$ cat src/rtl/uart_pkg.sv
// Types and helpers shared by the UART receive and transmit stages.
package uart_pkg;

  localparam int unsigned DATA_BITS = 8;
  localparam logic STOP_LEVEL = 1'b1;

  typedef enum logic [4:0] {
    S_IDLE  = 5'b00001,
    S_START = 5'b00010,
    S_DATA  = 5'b00100,
    S_STOP  = 5'b01000,
    S_BREAK = 5'b10000
  } rx_state_t;

  function automatic int unsigned bit_cycles(input int unsigned clk_freq,
                                             input int unsigned baud);
    return clk_freq / baud;
  endfunction

endpackage

$ cat src/rtl/sync_2ff.sv
// Two-flop synchroniser for a single asynchronous bit; reset value selectable.
module sync_2ff #(
  parameter logic RESET_VAL = 1'b0
) (
  input  logic clk,
  input  logic reset,
  input  logic d,
  output logic q
);

  logic meta_q;
  logic sync_q;

  always_ff @(posedge clk) begin
    if (!reset) begin
      meta_q <= RESET_VAL;
      sync_q <= RESET_VAL;
    end else begin
      meta_q <= d;
      sync_q <= meta_q;
    end
  end

  assign q = sync_q;

endmodule

$ cat src/rtl/uart_receiver.sv
// 8N1 UART receiver with valid/ack handshake, framing and overrun flags.
// Define RX_MAJORITY_EN to take a 2-of-3 vote over the last three line samples.
module uart_receiver
  import uart_pkg::*;
#(
  parameter int unsigned CLK_FREQ = 100_000_000,
  parameter int unsigned BAUDRATE = 57600
) (
  input  logic       clk,
  input  logic       reset,
  input  logic       data_in,
  input  logic       rx_ack,
  output logic [7:0] rx_byte,
  output logic       rx_valid,
  output logic       frame_err,
  output logic       overrun,
  output logic       rx_busy
);

  localparam int unsigned BitCycles  = bit_cycles(CLK_FREQ, BAUDRATE);
  localparam int unsigned HalfCycles = BitCycles / 2;
  localparam int unsigned CntW       = $clog2(BitCycles + 1);
  localparam int unsigned IdxW       = $clog2(DATA_BITS);
  localparam logic [CntW-1:0] BitLast  = CntW'(BitCycles - 1);
  localparam logic [CntW-1:0] HalfLast = CntW'(HalfCycles - 1);
  localparam logic [IdxW-1:0] IdxLast  = IdxW'(DATA_BITS - 1);

  rx_state_t            state_q, state_d;
  logic [CntW-1:0]      cnt_q, cnt_d;
  logic [IdxW-1:0]      idx_q, idx_d;
  logic [DATA_BITS-1:0] shift_q, shift_d;
  logic [7:0]           byte_q, byte_d;
  logic                 valid_q, valid_d;
  logic                 ferr_q, ferr_d;
  logic                 ovr_q, ovr_d;
  logic                 line_s;
  logic                 sample;

  sync_2ff #(
    .RESET_VAL (1'b1)
  ) u_sync (
    .clk   (clk),
    .reset (reset),
    .d     (data_in),
    .q     (line_s)
  );

`ifdef RX_MAJORITY_EN
  // hist_q[0] holds line_s from one cycle ago, hist_q[1] from two cycles ago.
  logic [1:0] hist_q;

  always_ff @(posedge clk) begin
    if (!reset) begin
      hist_q <= 2'b11;
    end else begin
      hist_q <= {hist_q[0], line_s};
    end
  end

  assign sample = (hist_q[0] & hist_q[1]) | (hist_q[0] & line_s) | (hist_q[1] & line_s);
`else
  assign sample = line_s;
`endif

  always_comb begin
    state_d = state_q;
    idx_d   = idx_q;
    shift_d = shift_q;
    byte_d  = byte_q;
    valid_d = valid_q;
    ferr_d  = 1'b0;
    ovr_d   = 1'b0;

    if (rx_ack) begin
      valid_d = 1'b0;
    end

    unique case (state_q)
      S_IDLE: begin
        if (!line_s) begin
          state_d = S_START;
        end
      end
      S_START: begin
        if (cnt_q == HalfLast) begin
          idx_d   = '0;
          state_d = sample ? S_IDLE : S_DATA;
        end
      end
      S_DATA: begin
        if (cnt_q == BitLast) begin
          shift_d = {sample, shift_q[DATA_BITS-1:1]};
          idx_d   = idx_q + IdxW'(1);
          if (idx_q == IdxLast) begin
            state_d = S_STOP;
          end
        end
      end
      S_STOP: begin
        if (cnt_q == BitLast) begin
          if (sample == STOP_LEVEL) begin
            // A same-cycle ack consumes the old byte, so the new one is not an overrun.
            byte_d  = shift_q;
            ovr_d   = valid_q & ~rx_ack;
            valid_d = 1'b1;
            state_d = S_IDLE;
          end else begin
            ferr_d  = 1'b1;
            state_d = S_BREAK;
          end
        end
      end
      S_BREAK: begin
        if (line_s) begin
          state_d = S_IDLE;
        end
      end
      default: state_d = S_IDLE;
    endcase

    if (state_d != state_q || cnt_q == BitLast) begin
      cnt_d = '0;
    end else begin
      cnt_d = cnt_q + CntW'(1);
    end
  end

  always_ff @(posedge clk) begin
    if (!reset) begin
      state_q <= S_IDLE;
      cnt_q   <= '0;
      idx_q   <= '0;
      shift_q <= '0;
      byte_q  <= '0;
      valid_q <= 1'b0;
      ferr_q  <= 1'b0;
      ovr_q   <= 1'b0;
    end else begin
      state_q <= state_d;
      cnt_q   <= cnt_d;
      idx_q   <= idx_d;
      shift_q <= shift_d;
      byte_q  <= byte_d;
      valid_q <= valid_d;
      ferr_q  <= ferr_d;
      ovr_q   <= ovr_d;
    end
  end

  assign rx_byte   = byte_q;
  assign rx_valid  = valid_q;
  assign frame_err = ferr_q;
  assign overrun   = ovr_q;
  assign rx_busy   = (state_q != S_IDLE);

endmodule
$ cat config.mk
export PLATFORM = sky130hd
export DESIGN_NAME = uart_receiver
export DESIGN_NICKNAME = d
export VERILOG_FILES = /design/src/rtl/uart_pkg.sv /design/src/rtl/sync_2ff.sv /design/src/rtl/uart_receiver.sv
export SDC_FILE = /design/constraint.sdc
export NUM_CORES = 1
export LEC_CHECK = 0
export CAP_MARGIN = 5
export CORE_MARGIN = 5
export CORE_UTILIZATION = 55
export CTS_CLUSTER_SIZE = 16
export DETAILED_ROUTE_END_ITERATION = 12
export PLACE_DENSITY_LB_ADDON = 0.1
export RECOVER_POWER = 50
export SLEW_MARGIN = 10
export SYNTH_ARGS = -nofsm -noshare
export SYNTH_HDL_FRONTEND = slang
export SYNTH_SLANG_ARGS = --single-unit
$ cat constraint.sdc
create_clock -name clk -period 3.3 [get_ports clk]
set_input_delay 0.66 -clock clk [delete_from_list [all_inputs] [get_ports clk]]
set_output_delay 0.66 -clock clk [all_outputs]
set_load 0.1 [all_outputs]
==> reports/metrics.csv <==
metric,value,unit
yosys_most_used_dff,dfxtp_1,
drcViolationCount,0,
cp_num_buf_inv,1,
fin_crit,2680,ps
areaGrowthSynthToFinish,6.50,%
cts_tree,built,
grt_usage,16.4,%
syn_nets,218,
die_w,69.5,um
setup_viol,0,
final_common_cell,dfxtp_1,
syn_inst,211,
vias,1478,
grt_first_pass_wirelength,6420,um
path_class,register to register,
ys_ff_latch,40,
rsz0062_at_grt,no,
drv_slew,0,
drt_iter0_drc,109,
start_util,57.4,%
cts_made_buffers,5,
pin_count,16,
wire_per_inst,13.3,um
fillerInstances,317,
max_freq,373,MHz
diodes,0,
synth_edf_count,0,
yosysUniqueCellTypes,42,
crit_fanout,12,
dpl.hpwl,2610,um
critPathLaunchType,register,
fp.dieH,69.5,um
async_flop_share,0,%
max-cap-violations,0,
clock_skew,7.49,ps
clockRootBuffer,clkbuf_4,
synth_area,1950,um^2
setup_tns,0,ps
post_cts_buffers,0,
fin_nets,231,
setup_ws,621,ps
cts_hold_buf,0,
cp_slowest_cell,a21oi_2,
required,3510,ps
min_period_over_period,81.2,%
grt_max_degree,30,
drive_gt1_share,12.5,%
path_clk_slew,110,ps
grt_overflow,0,
hold_path_class,register to register,
clk_latency,350,ps
first_pass_iters,4,
core_area,3390,um^2
crit_family,simple AND/OR/NAND/NOR gates,
post-place-ws,959,ps
io_buffers,15,
avgSynthCellArea,9.22,um^2
ctsResizeCount,0,
final_cell_mix,"40 x dfxtp_1, 38 x nand2_1, 18 x a21boi_0",
drtAntennaViolNets,0,
design.die.area,4830,um^2
row_count,21,
via_per_inst,5.47,
cts_sinks,40,
h-tree-depth,2,
yosysWarnings,0,
status,finished clean,
drt_wl_total,3590,um
antenna_found_initial,0,
worstSetupEndpointType,register,
ir_drop,0.280,mV
slew_headroom,21.8,%
cp.arrival,2890,ps
first_global_vias,1492,
ys_seq_area_share,41.2,%
crit_chain,"or3b_1, nor4_4, clkbuf_1, nand3_4, a21oi_2, nor4_1",
max_stage_delay,650,ps
powerDensity,378,nW/um^2
worst_slew_pin_slew,1180,ps
final_hold_viol_count,0,
cts_max_path_buffers,2,
routabilityCongestion,0.827,
whs,424,ps
leakage,0.673,nW
synth_stat cells (2+ instances only):
master	count	area [um^2]
buf_2	3	15.0
nand2_1	38	143
o21ai_0	5	25.0
xnor2_1	5	43.8
nor2b_1	2	12.5
nor2_1	12	45.0
nor3b_4	2	37.5
nor4_1	2	12.5
buf_4	3	22.5
clkbuf_1	5	18.8
xor2_1	5	43.8
nand2b_1	4	25.0
inv_1	2	7.51
a21boi_0	18	135
dfxtp_1	40	801
and3_1	7	43.8
buf_6	2	22.5
o31ai_1	2	15.0
nor4_2	11	138
nand3_1	9	45.0
nand4_1	2	12.5
a21oi_1	4	20.0
ha_1	3	37.5
o21a_1	5	37.5
nor3_1	3	15.0
flip-flops by register name, summed over array words and instances, names as in the netlist:
name           count
u_sync.q           1
rx_byte            8
overrun            1
state_q            5
frame_err          1
u_sync.meta_q      1
idx_q              3
rx_valid           1
shift_q            8
cnt_q             11
where the power goes:
part	switching, W	leakage, nW	internal [W]	total, W
Sequential	0.00000847	0.323	0.000489	0.000497
Combinational	0.0000334	0.321	0.0000247	0.0000581
Clock	0.000149	0.0281	0.0000785	0.000228
Total	0.000191	0.673	0.000592	0.000783
worst paths after layout:
check	startpoint	endpoint	slack [ps]	cells past startpoint
setup reg to reg	cnt_q[3]	cnt_q[9]	620	6
hold reg to reg	u_sync.meta_q	u_sync.q	420	1
setup / recovery	cnt_q[3]	cnt_q[9]	620	6
hold / removal	u_sync.meta_q	u_sync.q	420	1
routing by layer:
metal / GRT usage (%) / up-vias / wire (um)
li1: - / 762 / -
met1: 18.7 / 681 / 1560
met2: 28.3 / 29 / 1810
met3: 5.22 / 6 / 157
met4: 6.51 / 0 / 63
met5: 0 / - / 0
cell type report:
type                    count  area [um^2]  share of cell area [%]
multi-input cells         156         1060                    51.1
flip-flops and latches     40          801                    38.6
repair buffers             19          101                    4.89
well taps                  46         57.6                    2.78
clock buffers               6         41.3                    1.99
inverters                   2         7.51                   0.362
clock inverters             1         5.00                   0.242
metrics by stage:
step | power (W) | std cells | area, um^2 | util [%]
after floorplan | 0.000555 | 211 | 1950 | -
after global placement | 0.000565 | 263 | 2070 | 61.2
after detailed placement | 0.000567 | 263 | 2070 | 61.2
after CTS | 0.000800 | 270 | 2120 | 62.6
after global routing | 0.000821 | 270 | 2070 | 61.1
final | 0.000783 | 270 | 2070 | 61.1
logic make-up (layout without fill, tap and decap cells):
logic type               after synthesis  after routing  share of synthesized area [%]
flip-flops                            40             40                           41.2
adder cells (fa/ha/maj)                3              3                           1.93
AND/OR/NAND/NOR                      101            101                           32.3
buffers and inverters                 15             28                           4.44
AO/OA/AOI/OAI                         40             40                           14.5
XOR/XNOR                              10             10                           4.50
multiplexers                           2              2                           1.09
Note: power is estimated with default switching activity, not from simulation.
